==> config.mk <==
export PLATFORM = sky130hd
export DESIGN_NAME = iq_exe_sched
export DESIGN_NICKNAME = d
export VERILOG_FILES = /design/src/rtl/iq_exe_sched.sv
export SDC_FILE = /design/constraint.sdc
export NUM_CORES = 1
export LEC_CHECK = 0
export CORE_MARGIN = 8
export CORE_UTILIZATION = 35
export DETAILED_ROUTE_END_ITERATION = 8
export SYNTH_ARGS = -nofsm -noshare
export SYNTH_HDL_FRONTEND = slang
export SYNTH_SLANG_ARGS = --single-unit
export TNS_END_PERCENT = 50
==> constraint.sdc <==
create_clock -name clock -period 1.9 [get_ports clock]
set_input_delay 0.285 -clock clock [delete_from_list [all_inputs] [get_ports clock]]
set_output_delay 0.285 -clock clock [all_outputs]
set_load 0.01 [all_outputs]
==> src/rtl/iq_exe_sched.sv <==
// Execution-unit scheduler for the 3-entry issue queue: per-unit busy countdowns,
// ready/done generation, protocol checking and a RUN/FLUSH/DRAIN flush sequencer.
module iq_exe_sched #(
    parameter int unsigned LAT0 = 3,
    parameter int unsigned LAT1 = 1,
    parameter int unsigned CW   = 4
) (
    input  logic       clock,
    input  logic       reset_n,
    input  logic [2:0] issue0,
    input  logic [2:0] issue1,
    input  logic       stall,
    input  logic [2:0] kill,
    input  logic       flush_req,
    output logic [1:0] exe_ready,
    output logic [2:0] flush,
    output logic [1:0] done,
    output logic [1:0] busy,
    output logic       quiesced,
    output logic       protocol_err
);

    typedef enum logic [1:0] {StRun, StFlush, StDrain} state_e;

    localparam logic [CW-1:0] Lat0C = CW'(LAT0);
    localparam logic [CW-1:0] Lat1C = CW'(LAT1);
    localparam logic [CW-1:0] OneC  = CW'(1);

    state_e        state_q, state_d;
    logic [CW-1:0] cnt0_q, cnt0_d, cnt1_q, cnt1_d;
    logic          err_q, err_d;

    logic run, cnt0_zero, cnt1_zero;
    logic onehot0, onehot1, overlap, acc0, acc1, viol;

    always_comb begin
        run       = reset_n && (state_q == StRun);
        cnt0_zero = (cnt0_q == '0);
        cnt1_zero = (cnt1_q == '0);

        exe_ready[0] = run && !stall && (cnt0_q <= OneC);
        exe_ready[1] = run && !stall && (cnt1_q <= OneC);
        done[0]      = run && (cnt0_q == OneC);
        done[1]      = run && (cnt1_q == OneC);
        busy         = {!cnt1_zero, !cnt0_zero};
        quiesced     = run && cnt0_zero && cnt1_zero;
        protocol_err = err_q;

        if (!reset_n)                flush = 3'b111;
        else if (state_q == StRun)   flush = kill;
        else if (state_q == StFlush) flush = 3'b111;
        else                         flush = 3'b000;
    end

    // Any illegal grant blocks the load of the unit(s) it targets.
    always_comb begin
        onehot0 = ((issue0 & (issue0 - 3'd1)) == 3'b000);
        onehot1 = ((issue1 & (issue1 - 3'd1)) == 3'b000);
        overlap = ((issue0 & issue1) != 3'b000);
        acc0    = (issue0 != 3'b000) && exe_ready[0] && onehot0 && !overlap;
        acc1    = (issue1 != 3'b000) && exe_ready[1] && onehot1 && !overlap;
        viol    = ((issue0 != 3'b000) && !exe_ready[0]) ||
                  ((issue1 != 3'b000) && !exe_ready[1]) ||
                  !onehot0 || !onehot1 || overlap;
        err_d   = err_q || viol;

        if (acc0)            cnt0_d = Lat0C;
        else if (!cnt0_zero) cnt0_d = cnt0_q - OneC;
        else                 cnt0_d = cnt0_q;

        if (acc1)            cnt1_d = Lat1C;
        else if (!cnt1_zero) cnt1_d = cnt1_q - OneC;
        else                 cnt1_d = cnt1_q;
    end

    always_comb begin
        state_d = state_q;
        unique case (state_q)
            StRun:   if (flush_req) state_d = StFlush;
            StFlush: state_d = StDrain;
            StDrain: if (cnt0_zero && cnt1_zero) state_d = StRun;
            default: state_d = StRun;
        endcase
    end

    always_ff @(posedge clock) begin
        if (!reset_n) begin
            state_q <= StRun;
            cnt0_q  <= '0;
            cnt1_q  <= '0;
            err_q   <= 1'b0;
        end else begin
            state_q <= state_d;
            cnt0_q  <= cnt0_d;
            cnt1_q  <= cnt1_d;
            err_q   <= err_d;
        end
    end

endmodule

==> results of run 1 <==
==> synthesized netlist by cell type (all sizes together), types with 3 or more instances <==
library cell,instances,area (µm²)
nor3,8,45.0
o21ai,5,25.0
nor2,11,41.3
dfxtp,11,220
nor3b,5,48.8
inv,5,18.8
a21oi,3,15.0
ha,5,62.6
nor4b,4,41.3
==> sequential cells by signal, summed over array words and instances, names as in the netlist <==
register,flops
cnt0_q,4
cnt1_q,4
protocol_err,1
state_q,2
==> worst max path at each step <==
| stage | slack (ns) | to | cells past startpoint | start |
|---|---|---|---|---|
| floorplan | 0.14 | quiesced | 5 | cnt0_q[0] |
| global placement | -0.32 | quiesced | 4 | reset_n |
| detailed placement | -0.35 | quiesced | 4 | reset_n |
| CTS | -0.20 | exe_ready[0] | 4 | reset_n |
| global route | -0.08 | busy[0] | 5 | cnt0_q[1] |
| finish | -0.04 | busy[0] | 5 | cnt0_q[0] |
==> final cells by class <==
| type | instances | area [µm²] | area share, % |
|---|---|---|---|
| flip-flops and latches | 11 | 225 | 19.3 |
| clock buffers | 4 | 26.3 | 2.25 |
| multi-input cells | 66 | 502 | 43.0 |
| repair buffers | 40 | 360 | 30.9 |
| well taps | 27 | 33.8 | 2.90 |
| inverters | 5 | 18.8 | 1.61 |
==> timing repair <==
| action | 4_1_cts | 5_1_grt |
|---|---|---|
| resized for setup | 13 | 10 |
| pin swaps | 0 | 3 |
| setup endpoints to repair | 8 | 7 |
==> worst max-delay path, delay by kind of cell (launching register included) <==
kind	cells	cell delay (ns)
flops	1	0.31
fa+ha+maj	1	0.17
buf+inv	3	0.51
simple gates	1	0.39
==> per-layer routing <==
layer | global-route usage, % | wire length [µm] | vias to the layer above
li1 | - | - | 391
met4 | 8.97 | 46 | 0
met2 | 19.6 | 906 | 21
met5 | 0 | 0 | -
met1 | 12.9 | 876 | 340
met3 | 4.80 | 165 | 4
==> where the power goes <==
group          switching (W)  total, W  internal, W  leakage, nW
clock network      0.0000860  0.000167    0.0000813       0.0150
registers          0.0000612  0.000369     0.000308       0.0920
logic               0.000406  0.000895     0.000489        0.427
total               0.000553   0.00143     0.000878        0.534
==> metrics by stage <==
step	power, W	setup TNS (ns)	util (%)
2_1_floorplan	0.000844	0	-
3_3_place_gp	0.00125	-1.37	56.6
3_5_place_dp	0.00126	-1.51	56.6
4_1_cts	0.00144	-0.606	58.7
5_1_grt	0.00157	-0.151	60.1
6_report	0.00143	-0.0435	60.1
==> kinds of logic (layout without fill, tap and decap cells) <==
| logic type | Yosys count | in the layout | share of synthesized area (%) |
|---|---|---|---|
| DFF | 11 | 11 | 30.8 |
| buffers and inverters | 7 | 49 | 3.67 |
| xor gates and xnor gates | 3 | 3 | 3.67 |
| and+or+nand+nor | 38 | 38 | 33.0 |
| AOI/OAI and AO/OA | 17 | 17 | 15.9 |
| adders and majority gates | 6 | 6 | 10.1 |
| muxes | 2 | 2 | 2.80 |
==> Flow_metrics.wiki, run 1 <==
{| class="wikitable"
! Metric !! Value
|-
| Status || complete, but fails checks
|-
| Violations in the final reports || negative setup slack
|-
| Primary FF master, synth || dfxtp_1
|-
| Fraction of layout instances using a drive strength above 1 || between 20% and 30%
|-
| Largest fanout on the critical path || 4
|-
| Number of distinct library cell variants in the gate-level netlist after synthesis || 31
|-
| Fraction of the yosys area taken by sequential cells || 30.8%
|-
| DRT Pass-1 Iters || 3
|-
| Avg WL per Cell || around 13 µm
|-
| Total nets after synthesis || 102
|-
| Number of instances on the worst hold path || 3
|-
| Worst-margin pin slew || 0.278 ns
|-
| Post-DP HPWL || 1620 µm
|-
| Antenna Diode Count || 0
|-
| Worst Setup Slack post-DPL || -0.350 ns
|-
| WHS || 0.462 ns
|-
| Number of endpoints with negative hold slack in the final report || 0
|-
| Vias in the first global route || 777
|-
| Hold Buf Count CTS || 0
|-
| Total CTS buffers || 3
|-
| Post-synthesis instance total || between 80 and 90
|-
| Part of the cycle the worst path needs || 102%
|-
| Clock transition at the register clock pins on the worst setup and hold paths after CTS || 0.08 ns
|-
| Cell-by-cell listing of the critical path || inv_1 > ha_1 > or3b_4 > buf_4 > dlygate4sd2_1
|-
| Worst-Skew Late Latency || 0.27 ns
|-
| Count of maximum capacitance violations || 0
|-
| Post-route non-filler standard cell count || 153
|-
| RD Place Congestion || 0.765
|-
| Max-slew headroom || roughly 80%
|-
| Arrival time reported for the critical path endpoint || 1.65 ns
|-
| Maximum cell stage delay along the critical path || 0.39 ns
|-
| H-Tree Depth || 1
|-
| Iteration-0 DRC count of the detailed router || 10
|-
| Number of nets at the end of the flow || 145
|-
| Overflow left after global routing || 0
|-
| Startpoint types || flip-flop
|-
| CP Capture Type || output port
|-
| Synth Register Bits || 11
|-
| Final worst setup slack || -0.0376 ns
|-
| Total non-filler cell area in the finished layout || ~1200 µm²
|-
| Setup Skew || 0.00265 ns
|-
| Root buffer selected by CTS || clkbuf_4
|-
| Worst setup path category || flip-flop to output port
|-
| Depth of the worst register-to-register path || 7
|-
| Worst r2r src || cnt0_q[0]
|-
| Setup repair after global routing missed its margin || true
|-
| Area of the mapped netlist || 716 µm²
|-
| Full die area || 3750 µm²
|-
| Peak ir drop on the vdd network || 0.721 mV
|-
| Mean area per synthesized cell || 8.52 µm²
|-
| Routed via count || roughly 760
|-
| Data required time at the worst endpoint || about 1.6 ns
|-
| Number of top-level pins || 24
|-
| Via-to-Cell Ratio || 4.94
|-
| Worst hold path type || primary input to flip-flop
|-
| Hold Path Sink || cnt1_q[0]
|-
| Routed WL || 1990 µm
|-
| Top library cells by usage in the layout, fill and taps aside || buf_4, clkdlybuf4s50_1, nor2_1, dfxtp_1, nor3_1
|-
| FFs w/ async S/R, synth || 0%
|-
| Fill count || 189
|-
| Max Slew Vio Count || 0
|-
| Initial Utilization || a little under two fifths
|-
| Post-CTS setup buffer count || 0
|-
| Number of flops mapped to enable cells by yosys || 0
|-
| Total global routing track utilization || 12.3%
|-
| X dimension of the die || 61.2 µm
|-
| Row cnt || 16
|-
| Area Overhead vs Synth || 62.9%
|-
| Port Buffers || 23
|-
| Hold Path Origin || reset_n
|-
| Standard cell with the maximum stage delay on the critical path || or3b_4
|-
| Number of warnings reported in the yosys synthesis log || 0
|-
| Detail Route Antenna Nets || 0
|-
| Max frequency || 0.516 GHz
|-
| Antenna violations before repair || 0
|-
| Static Leakage || 0.534 nW
|-
| Drt drc || 0
|-
| Most common cell after layout, fill and taps aside || buf_4
|-
| Maximum count of clock buffers along a single path || 2
|-
| First-pass GRT wire length || 3390 µm
|-
| Capturing point of the worst reg2reg path || cnt0_q[0]
|-
| Cell Count Post-Placement || between 100 and 150
|-
| Die H || 61.2 µm
|-
| CTS sink cnt || 11
|-
| Core Box Area || 1940 µm²
|-
| Total power divided by cell area || between 1000 and 1500 nW/µm²
|-
| Time the worst path needs with I/O delays and setup || 1.94 ns
|-
| Area post-placement || around 1100 µm²
|-
| Clock tree from TritonCTS || yes
|-
| R2R Setup Slk || 0.33 ns
|-
| Maximum number of pins on one net before global-route repair || 9
|-
| Final setup violation count || 2
|}
Power figures use the tool's default switching activity.
==> inputs of run 2 (changes only) <==
--- a/config.mk
+++ b/config.mk
@@ -8,6 +8,7 @@
 export CORE_MARGIN = 8
 export CORE_UTILIZATION = 35
 export DETAILED_ROUTE_END_ITERATION = 8
+export MAX_ROUTING_LAYER = met4
 export SYNTH_ARGS = -nofsm -noshare
 export SYNTH_HDL_FRONTEND = slang
 export SYNTH_SLANG_ARGS = --single-unit
==> run 2 against run 1 <==
Compared with the run above: fmax about the same; critical path depth unchanged; largest power group unchanged; power hardly changed; the flow still finishes with violations (negative setup slack); via count is the same; design area unchanged; sequential power is essentially flat; first-iteration DRC count is the same; core utilization is the same; cell count is the same; largest cell class unchanged; wire length is the same.
==> Flow_metrics.wiki, run 2 (synthesis results as in run 1) <==
{| class="wikitable"
! Metric !! Value
|-
| Status || complete, but fails checks
|-
| Violations in the final reports || negative setup slack
|-
| Setup Skew || 0.00265 ns (unchanged)
|-
| X dimension of the die || 61.2 µm (unchanged)
|-
| CP Capture Type || output port
|-
| Total power divided by cell area || 1230 nW/µm² (about the same)
|-
| Static Leakage || 0.534 nW (unchanged)
|-
| CTS sink cnt || 11 (unchanged)
|-
| Setup repair after global routing missed its margin || true
|-
| Core Box Area || 1940 µm² (unchanged)
|-
| Switching power of the nets || 0.000553 W (about the same)
|-
| DRT Pass-1 Iters || 3 (unchanged)
|-
| Via-to-Cell Ratio || 4.94 (unchanged)
|-
| Post-CTS setup buffer count || 0 (unchanged)
|-
| Detail Route Antenna Nets || 0 (unchanged)
|-
| Maximum number of pins on one net before global-route repair || 9 (unchanged)
|-
| Hold Path Sink || cnt1_q[0]
|-
| First-pass GRT wire length || 3390 µm (unchanged)
|-
| Full die area || 3750 µm² (unchanged)
|-
| Hold Path Origin || reset_n
|-
| Clock tree from TritonCTS || yes
|-
| Internal power || 0.000878 W (about the same)
|-
| Number of top-level pins || 24 (unchanged)
|-
| Worst r2r src || cnt0_q[0]
|-
| Iteration-0 DRC count of the detailed router || 10 (unchanged)
|-
| Capturing point of the worst reg2reg path || cnt0_q[0]
|-
| Startpoint types || flip-flop
|-
| Worst-margin pin slew || 0.278 ns (unchanged)
|-
| Max-slew headroom || 81.4% (unchanged)
|-
| Port Buffers || 23 (unchanged)
|-
| Worst hold path type || primary input to flip-flop
|-
| Fraction of layout instances using a drive strength above 1 || 24.6% (unchanged)
|-
| Clock transition at the register clock pins on the worst setup and hold paths after CTS || 0.08 ns (about the same)
|-
| Maximum count of clock buffers along a single path || 2 (unchanged)
|-
| Total global routing track utilization || 12.6% (+0.34 points)
|-
| RD Place Congestion || 0.775 (+1.3%)
|-
| Part of the total power dissipated in the clock network || 11.7% (about the same)
|-
| Total CTS buffers || 3 (unchanged)
|-
| Number of nets at the end of the flow || 145 (unchanged)
|-
| Avg WL per Cell || 13.0 µm (unchanged)
|-
| Max Slew Vio Count || 0 (unchanged)
|-
| Data required time at the worst endpoint || 1.62 ns (about the same)
|-
| Top library cells by usage in the layout, fill and taps aside || buf_4, clkdlybuf4s50_1, nor2_1, dfxtp_1, nor3_1
|-
| Routed via count || 756 (unchanged)
|-
| Combinational Power Share || 62.5% (about the same)
|-
| Maximum cell stage delay along the critical path || 0.39 ns (about the same)
|-
| Count of maximum capacitance violations || 0 (unchanged)
|-
| Worst Path Buf+Inv || 3 (unchanged)
|-
| Antenna violations before repair || 0 (unchanged)
|-
| Final worst setup slack || -0.0376 ns (+0.0000281 ns)
|-
| Switching part of the total || 38.7% (about the same)
|-
| Total non-filler cell area in the finished layout || 1170 µm² (unchanged)
|-
| Standard cell with the maximum stage delay on the critical path || or3b_4
|-
| Share of total power in sequential cells || 25.8% (about the same)
|-
| Most common cell after layout, fill and taps aside || buf_4
|-
| Number of instances on the worst hold path || 3 (unchanged)
|-
| H-Tree Depth || 1 (unchanged)
|-
| R2R Setup Slk || 0.33 ns (about the same)
|-
| Arrival time reported for the critical path endpoint || 1.65 ns (about the same)
|-
| Die H || 61.2 µm (unchanged)
|-
| Worst setup path category || flip-flop to output port
|-
| Largest fanout on the critical path || 4 (unchanged)
|-
| Post-DP HPWL || 1620 µm (unchanged)
|-
| Row cnt || 16 (unchanged)
|-
| Largest registers || cnt0_q (4), cnt1_q (4), state_q (2)
|-
| Routed WL || 1990 µm (unchanged)
|-
| Max frequency || 0.516 GHz (about the same)
|-
| WHS || 0.462 ns (unchanged)
|-
| Final setup violation count || 2 (unchanged)
|-
| Antenna Diode Count || 0 (unchanged)
|-
| Area Overhead vs Synth || 62.9% (unchanged)
|-
| Root buffer selected by CTS || clkbuf_4
|-
| Area post-placement || 1100 µm² (unchanged)
|-
| Worst-Skew Late Latency || 0.27 ns (about the same)
|-
| Cell class contributing the biggest share of worst-path delay || buffers and inverters
|-
| Number of endpoints with negative hold slack in the final report || 0 (unchanged)
|-
| Part of the cycle the worst path needs || 102% (about the same)
|-
| Peak ir drop on the vdd network || 0.721 mV (about the same)
|-
| Cell-by-cell listing of the critical path || inv_1 > ha_1 > or3b_4 > buf_4 > dlygate4sd2_1
|-
| Time the worst path needs with I/O delays and setup || 1.94 ns (-0.0000281 ns)
|-
| Overflow left after global routing || 0 (unchanged)
|-
| Drt drc || 0 (unchanged)
|-
| Initial Utilization || 36.9% (unchanged)
|-
| Depth of the worst register-to-register path || 7 (unchanged)
|-
| Vias in the first global route || 777 (unchanged)
|}
==> run 2: cell counts in the layout (fill, tap and decap cells not counted) <==
No cell type changed its count.
==> run 2: cell type report <==
class	instances	area, µm²
flip-flops and latches	11	225
multi-input cells	66	502
well taps	27	33.8
inverters	5	18.8
clock buffers	4	26.3
repair buffers	40	360
fillers	189	776
==> run 2: worst max path at each step <==
stage,from,endpoint,cells past startpoint
floorplan,cnt0_q[0],quiesced,5
global placement,reset_n,quiesced,4
detailed placement,reset_n,quiesced,4
CTS,reset_n,exe_ready[0],4
global route,cnt0_q[1],busy[0],5
finish,cnt0_q[0],busy[0],5
==> run 2: power groups by stage <==
stage / Clock [W] / Sequential [W] / Combinational (W)
6_report: 0.000167 / 0.000369 / 0.000895
5_1_grt: 0.000185 / 0.000378 / 0.00100
4_1_cts: 0.000177 / 0.000362 / 0.000897
3_5_place_dp: 0 / 0.000364 / 0.000896
3_3_place_gp: 0 / 0.000360 / 0.000889
2_1_floorplan: 0 / 0.000357 / 0.000487
==> run 2: repair_timing <==
| item | in CTS | in global routing |
|---|---|---|
| gates resized for setup | 13 | 10 |
| pin swaps | 0 | 3 |
| hold buffers | 0 | 0 |
| hold endpoints to repair | 0 | 0 |
| endpoints found under the setup margin | 8 | 7 |
==> run 2: layer usage <==
| metal | global-route usage, % | wire [µm] |
|---|---|---|
| met2 | 19.6 | 906 |
| met5 | - | 0 |
| met3 | 3.97 | 132 |
| met4 | 8.97 | 46 |
| met1 | 13.4 | 908 |
==> run 2: stage by stage <==
step / setup TNS [ns] / power [W] / cells / util (%) / worst slack (ns)
floorplan: 0 / 0.000844 / 84 / - / 0.135
global placement: -1.37 / 0.00125 / 149 / 56.6 / -0.317
detailed placement: -1.51 / 0.00126 / 149 / 56.6 / -0.350
CTS: -0.606 / 0.00144 / 153 / 58.7 / -0.197
global route: -0.151 / 0.00157 / 153 / 60.1 / -0.0836
finish: -0.0435 / 0.00143 / 153 / 60.1 / -0.0376
==> run 2: worst register-to-register path, stage by stage, from the launching register on <==
cell     delay, ns
dfxtp_1       0.33
inv_1         0.06
ha_1          0.21
buf_4         0.15
o211a_1       0.24
buf_4         0.14
nor3b_4       0.16
o21a_1        0.19
==> inputs of run 3 (changes only) <==
--- a/config.mk
+++ b/config.mk
@@ -9,6 +9,7 @@
 export CORE_UTILIZATION = 35
 export DETAILED_ROUTE_END_ITERATION = 8
 export MAX_ROUTING_LAYER = met4
+export PLACE_DENSITY = 0.73
 export SYNTH_ARGS = -nofsm -noshare
 export SYNTH_HDL_FRONTEND = slang
 export SYNTH_SLANG_ARGS = --single-unit
==> run 3 against run 2 <==
Compared with the run above: the flow still finishes with violations (negative setup slack); register-to-register slack worse by 0.11 ns; non-clock buffer count rose by 1; clock-buffer cell count unchanged; worst setup slack better by 0.023 ns; critical endpoint is now exe_ready[1]; sequential power barely moved; power shrank 1.4%; cell count rose by 0.65%; wire length up 3.5%; critical path depth increased by 1; clock power hardly changed; design area rose by 0.21%; die area did not move.
==> Flow_metrics.wiki, run 3 (synthesis results as in run 1) <==
{| class="wikitable"
! Metric !! Value
|-
| Port Buffers || 23 (unchanged)
|-
| Final setup violation count || 1 (-1)
|-
| Largest fanout on the critical path || 2 (-2)
|-
| Cell-by-cell listing of the critical path || clkdlybuf4s50_1 > nor4b_4 > buf_4 > o211ai_1 > inv_1 > dlygate4sd2_1
|-
| DRT Pass-1 Iters || 4 (+1)
|-
| Number of instances on the worst hold path || 3 (unchanged)
|-
| Max-slew headroom || 79.2% (-2.2 points)
|-
| Antenna Diode Count || 0 (unchanged)
|-
| Time the worst path needs with I/O delays and setup || 1.91 ns (-0.0232 ns)
|-
| X dimension of the die || 61.2 µm (unchanged)
|-
| Number of nets at the end of the flow || 146 (+0.69%)
|-
| Maximum number of pins on one net before global-route repair || 8 (-1)
|-
| Worst hold path type || primary input to flip-flop
|-
| Count of maximum capacitance violations || 0 (unchanged)
|-
| Routed via count || 789 (+4.4%)
|-
| Max Slew Vio Count || 0 (unchanged)
|-
| Maximum count of clock buffers along a single path || 2 (unchanged)
|-
| Post-DP HPWL || 1600 µm (-1.3%)
|-
| Initial Utilization || 36.9% (unchanged)
|-
| Setup Skew || 0.00858 ns (+0.00593 ns)
|-
| Cell Count Post-Placement || 146 (-2.0%)
|-
| Antenna violations before repair || 0 (unchanged)
|-
| Data required time at the worst endpoint || 1.62 ns (about the same)
|-
| Routed WL || 2060 µm (+3.5%)
|-
| Maximum cell stage delay along the critical path || 0.44 ns (+0.05 ns)
|-
| Root buffer selected by CTS || clkbuf_4
|-
| Final worst setup slack || -0.0144 ns (+0.0232 ns)
|-
| Standard cell with the maximum stage delay on the critical path || clkdlybuf4s50_1
|-
| Capturing point of the worst reg2reg path || cnt0_q[1]
|-
| Arrival time reported for the critical path endpoint || 1.63 ns (-0.02 ns)
|-
| Max frequency || 0.522 GHz (+1.2%)
|-
| First-pass GRT wire length || 3350 µm (-1.4%)
|-
| Termination of the worst setup path || exe_ready[1]
|-
| Depth of the worst register-to-register path || 8 (+1)
|-
| R2R Setup Slk || 0.22 ns (-0.11 ns)
|-
| CP Capture Type || output port
|-
| Worst Path Buf+Inv || 4 (+1)
|-
| Startpoint types || primary input
|-
| Core Box Area || 1940 µm² (unchanged)
|-
| RD Place Congestion || 0.831 (+7.1%)
|-
| Vias in the first global route || 807 (+3.9%)
|-
| Number of endpoints with negative hold slack in the final report || 0 (unchanged)
|-
| Clock transition at the register clock pins on the worst setup and hold paths after CTS || 0.07 ns (about the same)
|-
| Total CTS buffers || 3 (unchanged)
|-
| Hold Path Origin || reset_n
|-
| CTS sink cnt || 11 (unchanged)
|-
| Die H || 61.2 µm (unchanged)
|-
| Number of top-level pins || 24 (unchanged)
|-
| Worst-Skew Late Latency || 0.27 ns (about the same)
|-
| Total global routing track utilization || 11.9% (-0.74 points)
|-
| Worst r2r src || cnt0_q[0]
|-
| Number of stages on the worst setup path || 6 (+1)
|-
| H-Tree Depth || 1 (unchanged)
|-
| Via-to-Cell Ratio || 5.12 (+3.7%)
|-
| Detail Route Antenna Nets || 0 (unchanged)
|-
| Drt drc || 0 (unchanged)
|-
| Iteration-0 DRC count of the detailed router || 19 (+9)
|-
| Critical path origin || stall
|-
| Clock tree from TritonCTS || yes
|-
| Part of the cycle the worst path needs || 101% (-1.2 points)
|-
| Setup repair after global routing missed its margin || true
|-
| Worst-margin pin slew || 0.308 ns (+0.0302 ns)
|-
| Post-route non-filler standard cell count || 154 (+0.65%)
|-
| Static Leakage || 0.566 nW (+6.0%)
|-
| Largest registers || cnt0_q (4), cnt1_q (4), state_q (2)
|-
| Worst Setup Slack post-DPL || -0.342 ns (+0.00801 ns)
|-
| Worst setup path category || primary input to output port
|-
| Violations in the final reports || negative setup slack
|-
| Status || complete, but fails checks
|-
| Most common cell after layout, fill and taps aside || buf_4
|-
| Top library cells by usage in the layout, fill and taps aside || buf_4, clkdlybuf4s50_1, nor2_1
|-
| Row cnt || 16 (unchanged)
|-
| Overflow left after global routing || 0 (unchanged)
|-
| Peak ir drop on the vdd network || 0.684 mV (-5.1%)
|-
| Total power divided by cell area || 1210 nW/µm² (-1.7%)
|-
| Avg WL per Cell || 13.4 µm (+2.8%)
|-
| Fraction of layout instances using a drive strength above 1 || 24.4% (-0.19 points)
|-
| Full die area || 3750 µm² (unchanged)
|-
| Cell class contributing the biggest share of worst-path delay || buffers and inverters
|-
| Area Overhead vs Synth || 63.3%
|}
==> run 3: cell types whose count changed in the layout (fill, tap and decap cells not counted), sizes merged <==
cell / change
dlymetal6s2s: +3
clkdlybuf4s50: -3
clkdlybuf4s15: -1
clkbuf: +1
buf: +1
==> run 3: metrics by stage <==
stage                     utilization [%]  setup TNS, ns  instance area (µm²)  total power, W  hold slack, ns
final                                60.2        -0.0144                 1170         0.00141           0.482
after global routing                 60.2        -0.0850                 1170         0.00154           0.484
after CTS                            58.1         -0.622                 1130         0.00141           0.527
after detailed placement             55.5          -1.47                 1080         0.00124           0.511
after global placement               55.5          -1.34                 1080         0.00121           0.494
after floorplan                         -              0                  716        0.000844           0.407
==> run 3: worst min-delay path by stage <==
stage                   end
2_1_floorplan    state_q[0]
3_3_place_gp      cnt1_q[3]
3_5_place_dp      cnt1_q[3]
4_1_cts           cnt1_q[1]
5_1_grt           cnt0_q[1]
6_report       protocol_err
==> run 3: where the power goes <==
| group | switching (W) | internal (W) | total [W] |
|---|---|---|---|
| clock network | 0.0000857 | 0.0000812 | 0.000167 |
| logic | 0.000406 | 0.000471 | 0.000877 |
| registers | 0.0000583 | 0.000308 | 0.000366 |
| total | 0.000550 | 0.000861 | 0.00141 |
==> run 3: final cells by class <==
type | count | area, µm²
tap | 27 | 33.8
sequential | 11 | 223
timing repair buffer | 41 | 370
clock buffer | 4 | 26.3
inverter | 5 | 18.8
fill | 176 | 773
multi-input combinational | 66 | 497
==> run 3: per-layer routing <==
| metal | track usage [%] | wire length (µm) | up-vias |
|---|---|---|---|
| met5 | - | 0 | - |
| met4 | 4.65 | 8 | 0 |
| met3 | 4.59 | 180 | 2 |
| met2 | 19.7 | 992 | 28 |
| met1 | 12.4 | 883 | 373 |
| li1 | - | - | 386 |
==> run 3: worst min-delay path, cell delays in order <==
cell and delay [ns]:
dlymetal6s2s_1 0.16, buf_4 0.16, o31a_1 0.09
==> run 3: what timing repair did <==
action / 4_1_cts / 5_1_grt
resized for setup: 12 / 12
pin swaps: 0 / 3
hold buffers: 0 / 0
buffers inserted: 1 / 3
hold endpoints to repair: 0 / 0
setup endpoints to repair: 7 / 9
